==> src/rtl/seq_detector_param_if.sv <==
// rtl/seq_detector_param_if.sv - sample/status bundle for seq_detector_param (SEQ_DET_STICKY_EN adds seen)
interface seq_detector_param_if #(
    parameter int PAT_LEN = 4,
    parameter int CNT_W   = 8
);
    localparam int SW = $clog2(PAT_LEN);

    logic             en;
    logic             w;
    logic             overlap;
    logic             clr_cnt;
    logic             z;
    logic             z_reg;
    logic [CNT_W-1:0] match_count;
    logic [SW-1:0]    state_dbg;
`ifdef SEQ_DET_STICKY_EN
    logic             seen;

    modport master (
        output en, w, overlap, clr_cnt,
        input  z, z_reg, match_count, state_dbg, seen
    );
    modport slave (
        input  en, w, overlap, clr_cnt,
        output z, z_reg, match_count, state_dbg, seen
    );
`else
    modport master (
        output en, w, overlap, clr_cnt,
        input  z, z_reg, match_count, state_dbg
    );
    modport slave (
        input  en, w, overlap, clr_cnt,
        output z, z_reg, match_count, state_dbg
    );
`endif
endinterface

==> src/rtl/seq_detector_param.sv <==
// rtl/seq_detector_param.sv - parametrised KMP serial pattern detector; SEQ_DET_STICKY_EN adds sticky seen flag
module seq_detector_param #(
    parameter int                 PAT_LEN = 4,
    parameter logic [PAT_LEN-1:0] PATTERN = 4'b1101,
    parameter int                 CNT_W   = 8
) (
    input logic                 Clock,
    input logic                 Reset,
    seq_detector_param_if.slave bus
);
    localparam int SW = $clog2(PAT_LEN);

    // Pattern bit i counted in arrival order (i = 0 is the first bit received).
    function automatic int pat_bit(input int i);
        return PATTERN[PAT_LEN-1-i] ? 1 : 0;
    endfunction

    // Bit i of the string "matched prefix of length s, then b".
    function automatic int seq_bit(input int s, input int b, input int i);
        return (i < s) ? pat_bit(i) : b;
    endfunction

    // Longest k < PAT_LEN such that the string's last k bits equal the pattern's first k.
    function automatic int fallback(input int s, input int b);
        int res;
        int lim;
        bit ok;
        res = 0;
        lim = (s + 1 < PAT_LEN - 1) ? s + 1 : PAT_LEN - 1;
        for (int k = 1; k <= lim; k++) begin
            ok = 1'b1;
            for (int j = 0; j < k; j++) begin
                if (seq_bit(s, b, s + 1 - k + j) != pat_bit(j)) ok = 1'b0;
            end
            if (ok) res = k;
        end
        return res;
    endfunction

    // Longest proper border of the full pattern: where overlapping search resumes.
    function automatic int border();
        int res;
        bit ok;
        res = 0;
        for (int k = 1; k < PAT_LEN; k++) begin
            ok = 1'b1;
            for (int j = 0; j < k; j++) begin
                if (pat_bit(PAT_LEN - k + j) != pat_bit(j)) ok = 1'b0;
            end
            if (ok) res = k;
        end
        return res;
    endfunction

    localparam logic [SW-1:0]    LAST    = SW'(PAT_LEN - 1);
    localparam logic [SW-1:0]    BORDER  = SW'(border());
    localparam logic [CNT_W-1:0] CNT_MAX = '1;
    localparam logic [CNT_W-1:0] CNT_ONE = CNT_W'(1);

    logic [SW-1:0] nxt_tbl [PAT_LEN][2];

    for (genvar s = 0; s < PAT_LEN; s++) begin : g_s
        for (genvar b = 0; b < 2; b++) begin : g_b
            localparam int NX = fallback(s, b);
            assign nxt_tbl[s][b] = SW'(NX);
        end
    end

    logic [SW-1:0]    state;
    logic [SW-1:0]    state_next;
    logic             hit;
    logic             z_int;
    logic             z_reg_q;
    logic [CNT_W-1:0] count_q;

    assign hit   = (state == LAST) && (bus.w == PATTERN[0]);
    assign z_int = bus.en & ~Reset & hit;

    always_comb begin
        state_next = state;
        if (bus.en) begin
            if (hit) begin
                state_next = bus.overlap ? BORDER : '0;
            end else begin
                state_next = nxt_tbl[state][bus.w];
            end
        end
    end

    always_ff @(posedge Clock or posedge Reset) begin
        if (Reset) begin
            state   <= '0;
            z_reg_q <= 1'b0;
            count_q <= '0;
        end else begin
            state   <= state_next;
            z_reg_q <= z_int;
            // A match in the clearing cycle still counts, so clear lands on 1.
            if (bus.clr_cnt) begin
                count_q <= z_int ? CNT_ONE : '0;
            end else if (z_int && count_q != CNT_MAX) begin
                count_q <= count_q + CNT_ONE;
            end
        end
    end

`ifdef SEQ_DET_STICKY_EN
    logic seen_q;

    always_ff @(posedge Clock or posedge Reset) begin
        if (Reset) begin
            seen_q <= 1'b0;
        end else if (bus.clr_cnt) begin
            seen_q <= 1'b0;
        end else if (z_int) begin
            seen_q <= 1'b1;
        end
    end

    assign bus.seen = seen_q;
`endif

    assign bus.z           = z_int;
    assign bus.z_reg       = z_reg_q;
    assign bus.match_count = count_q;
    assign bus.state_dbg   = state;

endmodule

==> src/flat_wrapper.sv <==
// flat-port wrapper written by rule: the top's interface ports become plain ports
module seq_detector_param_flat 
#(
    parameter int                 PAT_LEN = 4,
    parameter logic [PAT_LEN-1:0] PATTERN = 4'b1101,
    parameter int                 CNT_W   = 8
)
  (Clock, Reset, bus_en, bus_w, bus_overlap, bus_clr_cnt, bus_z, bus_z_reg, bus_match_count, bus_state_dbg);
  seq_detector_param_if #(.PAT_LEN(PAT_LEN), .CNT_W(CNT_W)) bus_i ();
  input logic Clock;
  input logic Reset;
  input wire logic [$bits(bus_i.en)-1:0] bus_en;
  input wire logic [$bits(bus_i.w)-1:0] bus_w;
  input wire logic [$bits(bus_i.overlap)-1:0] bus_overlap;
  input wire logic [$bits(bus_i.clr_cnt)-1:0] bus_clr_cnt;
  output wire logic [$bits(bus_i.z)-1:0] bus_z;
  output wire logic [$bits(bus_i.z_reg)-1:0] bus_z_reg;
  output wire logic [$bits(bus_i.match_count)-1:0] bus_match_count;
  output wire logic [$bits(bus_i.state_dbg)-1:0] bus_state_dbg;
  assign bus_i.en = bus_en;
  assign bus_i.w = bus_w;
  assign bus_i.overlap = bus_overlap;
  assign bus_i.clr_cnt = bus_clr_cnt;
  assign bus_z = bus_i.z;
  assign bus_z_reg = bus_i.z_reg;
  assign bus_match_count = bus_i.match_count;
  assign bus_state_dbg = bus_i.state_dbg;
  seq_detector_param #(.PAT_LEN(PAT_LEN), .PATTERN(PATTERN), .CNT_W(CNT_W)) u_core (.Clock(Clock), .Reset(Reset), .bus(bus_i));
endmodule
==> config.mk <==
export PLATFORM = sky130hd
export DESIGN_NAME = seq_detector_param_flat
export DESIGN_NICKNAME = d
export VERILOG_FILES = /design/src/rtl/seq_detector_param_if.sv /design/src/rtl/seq_detector_param.sv /design/src/flat_wrapper.sv
export SDC_FILE = /design/constraint.sdc
export NUM_CORES = 1
export LEC_CHECK = 0
export ABC_AREA = 0
export CAP_MARGIN = 5
export CORE_UTILIZATION = 45
export CTS_CLUSTER_DIAMETER = 50
export CTS_CLUSTER_SIZE = 25
export DETAILED_ROUTE_END_ITERATION = 8
export HOLD_SLACK_MARGIN = 0.02
export PLACE_DENSITY = 0.76
export SLEW_MARGIN = 20
export SYNTH_ARGS = -nofsm -noshare
export SYNTH_HDL_FRONTEND = slang
export SYNTH_SLANG_ARGS = --single-unit
export TNS_END_PERCENT = 1
==> constraint.sdc <==
create_clock -name Clock -period 1.9 [get_ports Clock]
set_input_delay 0.38 -clock Clock [delete_from_list [all_inputs] [get_ports Clock]]
set_output_delay 0.38 -clock Clock [all_outputs]
set_load 0.02 [all_outputs]
==> out/metrics.yaml <==
critical_path:
  cp-end-kind: "primary output"
  worst_setup_path_start_kind: "input port"
  cp_max_fo: 2
  critical_path_class: "input port to primary output"
  cp_data_required_time_ps: 1520
  reg2reg_depth: 6
  cp_data_arrival_time_ps: 1450
routing:
  vias_per_cell: 5.18
  vias: 565
  drc: 0
  drtPass1Iterations: 4
  drt-total-wl_um: 1300
  drt-initial-drc-count: 8
  ant_nets: 0
  wire_per_inst_um: 11.9
grt:
  grt_max_degree: 12
  antenna_found_initial: 0
  grt-ovfl-total: 0
  grt_pass1_wl_um: 2210
  grt_usage: 0.217
  grt_pass1_vias: 530
pwr:
  powerDensity_nw_per_um2: 747
  power.total_w: 0.000690
  vdd_drop_max_uv: 536
  p_leak_nw: 0.426
cells_and_area:
  final_util: 0.701
  finalNetCount: 105
  largest_register_ffs: 8
  final_common_cell: "clkdlybuf4s50_1"
  diodes: 0
  final_cell_mix: "clkdlybuf4s50_1 (16), dfrtp_1 (11), buf_4 (10)"
  final_layout_size_suffix_gt1_frac: 0.181
  syn_to_final_growth_pct: 44.7
  final_cell_area_um2: 923
logic_synthesis:
  yosysSeqAreaShare: 0.431
  yosys.area.top_type: "dfrtp_1"
  netlist_area_um2: 638
  syn_nets: 74
  synth-seq-cells: 11
  ys_top_cells_by_area: "dfrtp_1 (43%), ha_1 (7.8%), xnor2_1 (4.1%)"
  ys_types: 26
  yosys_warnings: 0
  syn_inst: 64
  synth.top_cell.area_share: 0.431
  synth_edf_count: 0
  syn_area_per_cell_um2: 9.97
  synthFlopType: "dfrtp_1"
  async_flop_share: 1.00
sta:
  setup_slack_ps: 73.5
  drv_slew: 0
  holdWs_ps: 442
  layout_min_cycle_time_ps: 1830
  rsz0062_at_grt: "no"
  period_share: 0.961
  finalSetupViolCount: 0
  skew_ps: 6.58
  fmax_ghz: 0.547
  tightest_slew_ps: 429
  slew-limit-headroom: 0.713
  hold_violations: 0
clock_tree:
  tritoncts: "done"
  cts_buffers: 3
  root_buffer: "clkbuf_4"
  clock-sinks: 11
  cts_setup_buffers: 0
  cts_buffer_depth: 2
  ctsHoldBuffers: 0
  clk_pin_slew_ps: 70
  h-tree-depth: 1
  clk_latency_ps: 270
  cts-resized-gates: 1
die:
  die_width_um: 39.7
  core_area_um2: 1320
  initial_core_util: 0.484
  rows: 13
  pin_count: 18
  dieArea_um2: 1570
  dieHeight_um: 39.7
flow_run:
  max_cap_viol_count: 0
run_status:
  outcome: "complete, no violations"
placement:
  dp_hpwl_um: 1030
  gp_congestion: 0.865
  place_area_um2: 898
  pre_cts_slack_ps: -195
  io_buffers: 17
min_path:
  min_path_type: "input port to asynchronous set/reset pin"
==> critical path, cell delays in order <==
cell and delay [ps]:
clkdlybuf4s50_1 540, nand4b_4 120, inv_1 80, dlygate4sd2_1 330
==> logic make-up (layout without fill, tap and decap cells) <==
logic type / count (synthesis) / after routing / synth area share
DFF: 11 / 11 / 0.431
adders and majority gates: 4 / 4 / 0.0784
AOI/OAI and AO/OA: 12 / 12 / 0.137
muxes: 3 / 3 / 0.0490
and+or+nand+nor: 24 / 24 / 0.222
xor gates and xnor gates: 3 / 3 / 0.0412
buffers and inverters: 7 / 37 / 0.0412
==> path summary, 6_finish.rpt <==
check	start	to	slack (ps)
min in group Clock	u_core.bus.state_dbg[0]	u_core.bus.state_dbg[0]	570
max in group asynchronous	Reset	u_core.bus.match_count[1]	1150
max	bus_en	bus_z	70
min reg2reg	u_core.bus.state_dbg[0]	u_core.bus.state_dbg[0]	570
min	Reset	u_core.bus.match_count[6]	440
max reg2reg	u_core.bus.state_dbg[0]	u_core.bus.match_count[6]	150
==> report_power, final <==
part / internal, W / total (W) / leakage, nW / switching (W)
Sequential: 0.000256 / 0.000272 / 0.150 / 0.0000153
Combinational: 0.000132 / 0.000259 / 0.262 / 0.000127
Clock: 0.0000813 / 0.000159 / 0.0150 / 0.0000775
==> metrics by stage <==
step	setup TNS (ps)	cells
2_1_floorplan	0	64
3_3_place_gp	-507	105
3_5_place_dp	-566	105
4_1_cts	0	109
5_1_grt	0	109
6_report	0	109
==> cell usage after synthesis (2+ instances only) <==
master    count
inv_1         6
o21ai_0       2
nand3b_1      2
nand2_1       6
a211oi_1      2
nor2_1        6
mux2i_1       2
nand3_1       2
a21oi_1       2
ha_1          4
and3_1        2
xnor2_1       3
dfrtp_1      11
o31ai_1       2
==> layer usage <==
layer	up-vias	track usage	routed length (um)
li1	289	-	-
met1	258	0.278	639
met2	13	0.361	578
met3	5	0.0511	62
met4	0	0.0517	17
met5	-	0	0
==> area by class of cell <==
cell class / instances / area [um2]
clock buffers: 4 / 26.3
fillers: 109 / 394
inverters: 6 / 22.5
multi-input cells: 46 / 337
flip-flops and latches: 11 / 275
well taps: 15 / 18.8
repair buffers: 27 / 244
(Power assumes the default switching activity.)
